**src/rtl/hand_display_pkg.sv**
```systemverilog
// Shared card codes, 7-segment patterns, blink FSM states and value helpers
// for the baccarat hand register/display.
package hand_display_pkg;

    localparam logic [3:0] CARD_EMPTY = 4'd0;
    localparam logic [3:0] CARD_ACE   = 4'd1;
    localparam logic [3:0] CARD_TEN   = 4'd10;
    localparam logic [3:0] CARD_JACK  = 4'd11;
    localparam logic [3:0] CARD_QUEEN = 4'd12;
    localparam logic [3:0] CARD_KING  = 4'd13;

    // Active-low segments, bit6 = g down to bit0 = a.
    localparam logic [6:0] SEG_BLANK = 7'b1111111;
    localparam logic [6:0] SEG_ONE   = 7'b1111001;
    localparam logic [6:0] SEG_ACE   = 7'b0001000;
    localparam logic [6:0] SEG_2     = 7'b0100100;
    localparam logic [6:0] SEG_3     = 7'b0110000;
    localparam logic [6:0] SEG_4     = 7'b0011001;
    localparam logic [6:0] SEG_5     = 7'b0010010;
    localparam logic [6:0] SEG_6     = 7'b0000010;
    localparam logic [6:0] SEG_7     = 7'b1111000;
    localparam logic [6:0] SEG_8     = 7'b0000000;
    localparam logic [6:0] SEG_9     = 7'b0010000;
    localparam logic [6:0] SEG_TEN   = 7'b1000000;
    localparam logic [6:0] SEG_JACK  = 7'b1100001;
    localparam logic [6:0] SEG_QUEEN = 7'b0011000;
    localparam logic [6:0] SEG_KING  = 7'b0001001;

    typedef enum logic [1:0] {
        ST_IDLE = 2'd0,
        ST_OFF  = 2'd1,
        ST_ON   = 2'd2
    } blink_state_t;

    // Baccarat value: ace counts one, pips count face, tens/courts/empty zero.
    function automatic logic [3:0] card_value(input logic [3:0] code);
        if (code >= CARD_ACE && code <= 4'd9) begin
            return code;
        end
        return 4'd0;
    endfunction

    // The score digit reuses the ten pattern for zero and a plain one for one.
    function automatic logic [6:0] score_digit(input logic [3:0] digit);
        case (digit)
            4'd0:    return SEG_TEN;
            4'd1:    return SEG_ONE;
            4'd2:    return SEG_2;
            4'd3:    return SEG_3;
            4'd4:    return SEG_4;
            4'd5:    return SEG_5;
            4'd6:    return SEG_6;
            4'd7:    return SEG_7;
            4'd8:    return SEG_8;
            4'd9:    return SEG_9;
            default: return SEG_BLANK;
        endcase
    endfunction

endpackage

```
**src/rtl/hand_display_card_seg_decode.sv**
```systemverilog
// Card code to active-low 7-segment pattern; empty and unused codes go blank.
module card_seg_decode
    import hand_display_pkg::*;
(
    input  logic [3:0] code_i,
    output logic [6:0] seg_o
);

    always_comb begin
        seg_o = SEG_BLANK;
        case (code_i)
            CARD_ACE:   seg_o = SEG_ACE;
            4'd2:       seg_o = SEG_2;
            4'd3:       seg_o = SEG_3;
            4'd4:       seg_o = SEG_4;
            4'd5:       seg_o = SEG_5;
            4'd6:       seg_o = SEG_6;
            4'd7:       seg_o = SEG_7;
            4'd8:       seg_o = SEG_8;
            4'd9:       seg_o = SEG_9;
            CARD_TEN:   seg_o = SEG_TEN;
            CARD_JACK:  seg_o = SEG_JACK;
            CARD_QUEEN: seg_o = SEG_QUEEN;
            CARD_KING:  seg_o = SEG_KING;
            default:    seg_o = SEG_BLANK;
        endcase
    end

endmodule

```
**src/rtl/hand_display.sv**
```systemverilog
// One baccarat hand: card slot registers, per-slot digits, registered score
// and a blink sequencer that flashes the most recently dealt slot.
module hand_display
    import hand_display_pkg::*;
#(
    parameter int NUM_SLOTS  = 3,
    parameter int BLINK_HALF = 2,
    parameter int BLINK_REPS = 3,
    localparam int SW = (NUM_SLOTS > 1) ? $clog2(NUM_SLOTS) : 1
) (
    input  logic                   slow_clock,
    input  logic                   resetb,
    input  logic                   clear,
    input  logic                   load_en,
    input  logic [SW-1:0]          load_slot,
    input  logic [3:0]             load_card,
    input  logic                   blink_en,
    output logic [4*NUM_SLOTS-1:0] cards_out,
    output logic [7*NUM_SLOTS-1:0] seg7_out,
    output logic [3:0]             score,
    output logic [6:0]             score_seg,
    output logic                   busy
);

    localparam int HW = (BLINK_HALF > 1) ? $clog2(BLINK_HALF) : 1;
    localparam int RW = (BLINK_REPS > 1) ? $clog2(BLINK_REPS) : 1;
    localparam logic [HW-1:0] HALF_LOAD = HW'(BLINK_HALF - 1);
    localparam logic [RW-1:0] REP_LOAD  = RW'(BLINK_REPS - 1);

    logic [3:0]   slots_q [NUM_SLOTS];
    logic [3:0]   slots_d [NUM_SLOTS];
    logic [3:0]   score_q;
    logic [3:0]   score_d;
    logic [3:0]   storeCode;
    logic         validSlot;
    logic         blinkLoad;
    blink_state_t state_q;
    logic [SW-1:0] blinkSlot_q;
    logic [HW-1:0] halfCnt_q;
    logic [RW-1:0] repCnt_q;

    assign validSlot = int'(load_slot) < NUM_SLOTS;
    assign blinkLoad = load_en && blink_en && validSlot;
    assign storeCode = (load_card >= CARD_ACE && load_card <= CARD_KING) ? load_card : CARD_EMPTY;

    always_comb begin
        slots_d = slots_q;
        for (int i = 0; i < NUM_SLOTS; i++) begin
            if (clear) begin
                slots_d[i] = CARD_EMPTY;
            end else if (load_en && validSlot && load_slot == SW'(i)) begin
                slots_d[i] = storeCode;
            end
        end
    end

    // Running mod-10 sum keeps the adder narrow for any slot count.
    always_comb begin
        logic [4:0] acc;
        acc = '0;
        for (int i = 0; i < NUM_SLOTS; i++) begin
            acc = acc + {1'b0, card_value(slots_q[i])};
            if (acc >= 5'd10) begin
                acc = acc - 5'd10;
            end
        end
        score_d = acc[3:0];
    end

    always_ff @(posedge slow_clock or negedge resetb) begin
        if (!resetb) begin
            for (int i = 0; i < NUM_SLOTS; i++) begin
                slots_q[i] <= CARD_EMPTY;
            end
            score_q <= '0;
        end else begin
            slots_q <= slots_d;
            score_q <= score_d;
        end
    end

    always_ff @(posedge slow_clock or negedge resetb) begin
        if (!resetb) begin
            state_q     <= ST_IDLE;
            blinkSlot_q <= '0;
            halfCnt_q   <= '0;
            repCnt_q    <= '0;
        end else if (clear) begin
            state_q <= ST_IDLE;
        end else if (blinkLoad) begin
            state_q     <= ST_OFF;
            blinkSlot_q <= load_slot;
            halfCnt_q   <= HALF_LOAD;
            repCnt_q    <= REP_LOAD;
        end else begin
            case (state_q)
                ST_OFF: begin
                    if (halfCnt_q == '0) begin
                        state_q   <= ST_ON;
                        halfCnt_q <= HALF_LOAD;
                    end else begin
                        halfCnt_q <= halfCnt_q - HW'(1);
                    end
                end
                ST_ON: begin
                    if (halfCnt_q == '0) begin
                        if (repCnt_q == '0) begin
                            state_q <= ST_IDLE;
                        end else begin
                            repCnt_q  <= repCnt_q - RW'(1);
                            state_q   <= ST_OFF;
                            halfCnt_q <= HALF_LOAD;
                        end
                    end else begin
                        halfCnt_q <= halfCnt_q - HW'(1);
                    end
                end
                default: state_q <= ST_IDLE;
            endcase
        end
    end

    for (genvar i = 0; i < NUM_SLOTS; i++) begin : gSlot
        logic [6:0] segRaw;

        card_seg_decode uDecode (
            .code_i (slots_q[i]),
            .seg_o  (segRaw)
        );

        assign cards_out[4*i +: 4] = slots_q[i];
        assign seg7_out[7*i +: 7]  = (state_q == ST_OFF && blinkSlot_q == SW'(i)) ? SEG_BLANK : segRaw;
    end

    assign score     = score_q;
    assign score_seg = score_digit(score_q);
    assign busy      = (state_q != ST_IDLE);

endmodule

```
**config.mk**
```make
export PLATFORM = sky130hd
export DESIGN_NAME = hand_display
export DESIGN_NICKNAME = d
export VERILOG_FILES = /design/src/rtl/hand_display_pkg.sv /design/src/rtl/hand_display_card_seg_decode.sv /design/src/rtl/hand_display.sv
export SDC_FILE = /design/constraint.sdc
export NUM_CORES = 1
export LEC_CHECK = 0
export CORE_MARGIN = 2
export CORE_UTILIZATION = 40
export CTS_CLUSTER_DIAMETER = 100
export DETAILED_ROUTE_END_ITERATION = 16
export PLACE_DENSITY = 0.64
export SYNTH_ARGS = -nofsm -noshare
export SYNTH_HDL_FRONTEND = slang
export SYNTH_SLANG_ARGS = --single-unit
```
**constraint.sdc**
```tcl
create_clock -name slow_clock -period 5.8 [get_ports slow_clock]
set_input_delay 0.58 -clock slow_clock [delete_from_list [all_inputs] [get_ports slow_clock]]
set_output_delay 0.58 -clock slow_clock [all_outputs]
set_load 0.02 [all_outputs]
```
# Yosys cells after proc, flatten, opt, wreduce, memory -nomap -nowiden
# Memories as Yosys holds them, arrays and structs flattened.
# Index checks and enable logic that the tools add are counted.
# W data, S select, Z words.
op_classes:
  n_bitwise: 1
  n_lt_le_gt_ge: 12
  mux: 37
  n_eq_ne: 10
  add_sub_neg: 7
  reduce_logical: 26
op_table:
  columns: ["operator", "n"]
  rows:
  - ["$mux W4", 14]
  - ["$mux W7", 3]
  - ["$ge A4 B1 Y1 const B", 4]
  - ["$le A4 B4 Y1 const B", 4]
  - ["$mux W2", 8]
  - ["$logic_and A1 B1 Y1", 13]
  - ["$add A5 B4 Y5", 2]
  - ["$ge A5 B4 Y1 const B", 2]
  - ["$mux W5", 2]
  - ["$reduce_bool A2 Y1", 5]
  - ["$mux W1", 8]
  - ["$ne A4 B4 Y1 const B", 2]
  - ["$eq A2 B1 Y1 const B", 3]
  - ["$eq A2 B2 Y1 const B", 3]
  - ["$logic_not A2 Y1", 3]
  - ["$reduce_and A2 Y1", 3]
  - ["$sub A4 B4 Y5 const B", 1]
  - ["$sub A5 B4 Y5 const B", 1]
  - ["$ge A4 B4 Y1 const B", 1]
  - ["$ne A2 B2 Y1 const B", 2]
  - ["$pmux W2 S2", 1]
  - ["$reduce_and A4 Y1", 1]
  - ["$sub A4 B4 Y4 const B", 1]
  - ["$reduce_bool A3 Y1", 1]
  - ["other kinds (5)", 5]
word_totals:
  inputBits: 11
  memories: 4
  ff_bits: 23
  word_cells: 105
  output_inout_bits: 45
  romBits: 448
mem_list:
  columns: ["name", "depth", "width", "read_ports", "rd_ports_with_merged_regs", "write_ports", "line_no", "text"]
  rows:
  - ["(name not given)", 16, 7, 1, 0, 0, "hand_display_pkg.sv:45", "case (digit)"]
  - ["(name not given)", 16, 7, 1, 0, 0, "hand_display_card_seg_decode.sv:11", "case (code_i)"]
  - ["(name not given)", 16, 7, 1, 0, 0, "hand_display_card_seg_decode.sv:11", null]
  - ["(name not given)", 16, 7, 1, 0, 0, "hand_display_card_seg_decode.sv:11", null]

# Depth between registers and ports, before layout
logic_depth:
  ltp_word: 12
  mapped_depth: 25
  ltp_nobuf: 24

# Modules after synthesis
# A second synthesis with hierarchy kept.
unflattened:
  cells_unflattened: 329
  area_unflattened_um2: 2842.7
modules_own_cells:
  columns: ["mod", "seq_area_each_um2", "cells_per_inst", "area_per_inst_um2", "instances"]
  rows:
  - ["hand_display", 575.6, 226, 1991.9, 1]
  - ["card_seg_decode (gSlot[1].uDecode)", 0.0, 34, 295.3, 1]
  - ["card_seg_decode (gSlot[2].uDecode)", 0.0, 34, 281.5, 1]
  - ["card_seg_decode (gSlot[0].uDecode)", 0.0, 35, 274.0, 1]

# Worst setup path after synthesis
# OpenSTA, ideal clock, no wires.
synth_timing:
  path_kind: "register -> register"
  startpoint: "register slots_q, in the netlist cards_out[3]"
  endpoint: "register score_q[2] (netlist: score[2])"
  slack_ps: 1131
  n_path_buf: 2
  stages_incl_launch_ff: 25
  required_time_ps: 5667
  setup_time_ps: 133
  period_less_slack_ps: 4669
  arrival_ps: 4536
  cell_sequence: "dfrtp_1 clkbuf_1 nor2_1 inv_1 ha_1 inv_1 ha_1 clkbuf_1 mux2i_1 ha_1 xor2_2 ha_1 nand2_1 a21o_1 xnor2_1 inv_1 fa_1 xnor2_1 inv_1 ha_1 o31ai_1 nor2b_1 o2bb2ai_1 a211oi_1 nand3_1"
synth_between:
  elab_chain_cells: 12
  elab_cells_between_ends: 17
  cone_classes: "5 x add/sub; 5 x order compare; 6 x mux; 1 x reduce/logical"
synth_rtl:
  columns: ["item", "line_no", "text"]
  rows:
  - ["start, declared", "hand_display.sv:30", "logic [3:0] slots_q [NUM_SLOTS];"]
  - ["start signal, assigned", "hand_display.sv:77", "slots_q <= slots_d;"]
  - ["$ge A4 B1 Y1 / $le A4 B4 Y1 (equally long branches)", "hand_display_pkg.sv:37", "if (code >= CARD_ACE && code <= 4'd9) begin"]
  - ["$logic_and A1 B1 Y1", "hand_display_pkg.sv:37", null]
  - ["$mux W1", "hand_display_pkg.sv:37", null]
  - ["$mux W4 (*)", "hand_display_pkg.sv:40", "return 4'd0;"]
  - ["$sub A4 B4 Y5 / $ge A4 B4 Y1 (equally long branches)", "hand_display.sv:64, hand_display.sv:63", null]
  - ["$mux W5 (*)", "hand_display.sv:63", "if (acc >= 5'd10) begin"]
  - ["$add A5 B4 Y5 (*)", "hand_display.sv:62", "acc = acc + {1'b0, card_value(slots_q[i])};"]
  - ["$sub A5 B4 Y5 / $ge A5 B4 Y1 (equally long branches)", "hand_display.sv:64, hand_display.sv:63", null]
  - ["$mux W5 (*)", "hand_display.sv:63", null]
  - ["$add A5 B4 Y5 (*)", "hand_display.sv:62", null]
  - ["$sub A4 B4 Y4 / $ge A5 B4 Y1 (equally long branches)", "hand_display.sv:64, hand_display.sv:63", null]
  - ["$mux W4 (*)", "hand_display.sv:63", null]
  - ["net score_d[2]", "hand_display.sv:33", "logic [3:0] score_d;"]
  - ["end signal, assigned", "hand_display.sv:78", "score_q <= score_d;"]
  - ["end, declared", "hand_display.sv:32", "logic [3:0] score_q;"]
# Mark *: on every way through the listed nets, which the timed path passes. The rest lies on a longest branch. The select of a mux whose other input is x is not followed.
# A chain may end at the register's enable or synchronous reset.

# Worst setup path after layout
layout_timing:
  startpoint: "register slots_q, in the netlist cards_out[1]"
  endpoint: "register score_q[2] (netlist: score[2])"
# The elaborated chain is that of the path after synthesis.

==> impl_metrics.toml <==
[run_status]
status = "finished clean"

[cts]
cts_max_path_buffers = 2
cts_buffers = 3
cts_tree = "done"
htreeDepth = 1
cts_resized = 0
clock-sinks = 23
post_cts_buffers = 0
holdBufCountCts = 0
ctsRootBufferMaster = "clkbuf_8"
clkTransAtPathRegs_ns = 0.10
clkLatencyLatePin_ns = 0.28

[floorplan]
start_util_pct = 41.3
rows = 30
dieArea_um2 = 7700
ios = 56
die_w_um = 87.8
dieHeight_um = 87.8
core_um2 = 6790

[worst_setup_path]
rr_worst_depth = 22
reg2reg_slack_ns = 0.82
critPathLaunchType = "register"
startpoint = "cards_out[1]"
worst_path_max_delay_cell = "dfrtp_1"
cp.arrival_ns = 5.13
max_stage_delay_ns = 0.52
end_kind = "register"
path_cells = "inv_1 -> nor2_1 -> inv_1 -> ha_1 -> inv_1 -> ha_1 -> mux2i_1 -> ha_1 -> xor2_2 -> ha_1 -> nand2_1 -> a21o_1 -> xnor2_1 -> inv_1 -> fa_1 -> xnor2_1 -> inv_1 -> ha_1 -> o21bai_1 -> a211oi_1 -> a211oi_1 -> nand3_1"
critPathKind = "register to register"
critical_path_required_ns = 5.95
path_delay_family = "adder cells"
cp_num_cells = 22
critPathCapture = "score[2]"
cp_max_fo = 9
worst-path-buf-inv = 5
timing.rr.start = "cards_out[1]"
timing.rr.end = "score[2]"

[sta]
min_period_over_period_pct = 85.8
worstMarginPinSlew_ns = 1.09
max_freq_ghz = 0.201
rsz0062_at_grt = "false"
drv_slew = 0
final.setup.tns_ns = 0
fin_hold_ws_ns = 0.547
min_period_ns = 4.98
max_slew_margin_pct = 26.9
hold_viol_final = 0
final-setup-viol-count = 0
fin_ws_ns = 0.825
fin_skew_ns = 0.00674

[logic_synthesis]
synth_edf_count = 0
synth_common_cells = "nor2_1 (49), nand2_1 (40), ha_1 (37)"
syn_area_per_cell_um2 = 7.73
synth_area_leader_cell = "dfrtp_1"
syn-num-nets = 413
yosys.cell_types.count = 52
syn_inst = 363
syn-cell-area_um2 = 2810
yosys_warnings = 0
synthArstFlopShare_pct = 100
synth_seq_cells = 23
synth_top_area_share_pct = 20.5
synth_most_common_cell = "nor2_1"
seq_area_frac_synth_pct = 20.5
synth_area_leaders = "dfrtp_1 (21%), ha_1 (16%), nor2_1 (6.6%)"
synthFlopType = "dfrtp_1"

[flow_run]
cap_violations = 0

[worst_hold_path]
hp-class = "register to register"

[grt]
grt_antenna_before_repair = 0
grt_overflow = 0
grt_pass1_vias = 2473
grt_usage_pct = 17.4
grt_pass1_wl_um = 11100
grt_start_max_net_pins = 24

[final_layout]
antennaDiodeCount = 0
fillCellCount = 657
fin_area_um2 = 3480
fin_nets = 460
fin_util_pct = 51.2
drive_gt1_share_pct = 4.40
area_delta_synth_final_pct = 23.9

[routing]
drt_wl_total_um = 6680
drtAntennaViolNets = 0
drc = 0
wl_per_cell_um = 13.2
post_drt_via_cell_ratio = 5.28
dr_total_vias = 2664
drt-pass1-iter-count = 4
drtIter0Drc = 116

[placement]
dp_slack_ns = 0.812
placed_cell_area_um2 = 3430
dp_hpwl_um = 5130
io_buffers = 55
finalWeightedCongestion = 0.900

[pwr]
p_per_area_nw_per_um2 = 156
irDropWorstVdd_uv = 87.1
p_leak_uw = 0.00152
## cells in the final DEF, fill, tap and decap left out, types with 7 or more instances in the layout
cell	count
inv_1	31
ha_1	37
nand2b_1	7
dfrtp_1	23
clkdlybuf4s50_1	55
a21oi_1	24
o21ai_0	24
nand3_1	7
nor2_1	49
nor2b_1	9
mux2i_1	12
nand3b_1	8
nand2_1	40
a211oi_1	7
## stage by stage
| step | total power [µW] | instances |
|---|---|---|
| global placement | 436 | 501 |
| CTS | 545 | 505 |
| floorplan | 341 | 363 |
| detailed placement | 437 | 501 |
| finish | 543 | 505 |
| global route | 577 | 505 |
## worst min path at each step
stage | start | to | slack (ns) | cells past startpoint
2_1_floorplan | resetb | blinkSlot_q[0] | 0.28 | 0
3_3_place_gp | blinkSlot_q[0] | blinkSlot_q[0] | 0.53 | 1
3_5_place_dp | blinkSlot_q[0] | blinkSlot_q[0] | 0.54 | 1
4_1_cts | repCnt_q[0] | repCnt_q[0] | 0.56 | 3
5_1_grt | repCnt_q[1] | repCnt_q[1] | 0.58 | 2
6_report | repCnt_q[0] | repCnt_q[0] | 0.55 | 3
## cell families after synthesis
| kind of cell | Yosys count | share of synthesized area [%] |
|---|---|---|
| AO/OA/AOI/OAI | 91 | 21.5 |
| XOR/XNOR | 9 | 3.61 |
| adder cells (fa/ha/maj) | 39 | 17.9 |
| buffers and inverters | 44 | 5.89 |
| flip-flops | 23 | 20.5 |
| multiplexers | 16 | 6.38 |
| AND/OR/NAND/NOR | 141 | 24.2 |
## final cells by class
class	count	area (µm²)	area share, %
multi-input cells	296	2070	59.4
clock buffers	3	41.3	1.19
well taps	96	120	3.45
inverters	31	116	3.35
clock inverters	1	7.51	0.216
repair buffers	55	551	15.8
flip-flops and latches	23	576	16.6
## state kept, by name (all words and copies together) (netlist names)
register / count
blinkSlot_q: 2
cards_out: 12
halfCnt_q: 1
repCnt_q: 2
score: 4
state_q: 2
## where the power goes
group	internal, µW	total (µW)	switching, µW
Clock	48.8	108	59.6
Sequential	172	193	21.0
Combinational	112	242	130
Total	333	543	210
## per-layer routing
metal	vias up	routed length, µm	track usage [%]
li1	1350	-	-
met1	1233	3190	23.8
met2	75	3130	29.7
met3	6	310	2.92
met4	0	50	2.38
met5	-	0	0
## worst reg2reg max path: stages (launching register included)
cell      delay [ns]
dfrtp_1         0.52
inv_1           0.18
nor2_1          0.22
inv_1           0.07
ha_1            0.17
inv_1           0.05
ha_1            0.30
mux2i_1         0.28
ha_1            0.31
xor2_2          0.25
ha_1            0.32
nand2_1         0.08
a21o_1          0.19
xnor2_1         0.19
inv_1           0.09
fa_1            0.43
xnor2_1         0.25
inv_1           0.10
ha_1            0.33
o21bai_1        0.16
a211oi_1        0.07
a211oi_1        0.22
nand3_1         0.09
Note: power is estimated with default switching activity, not from simulation.
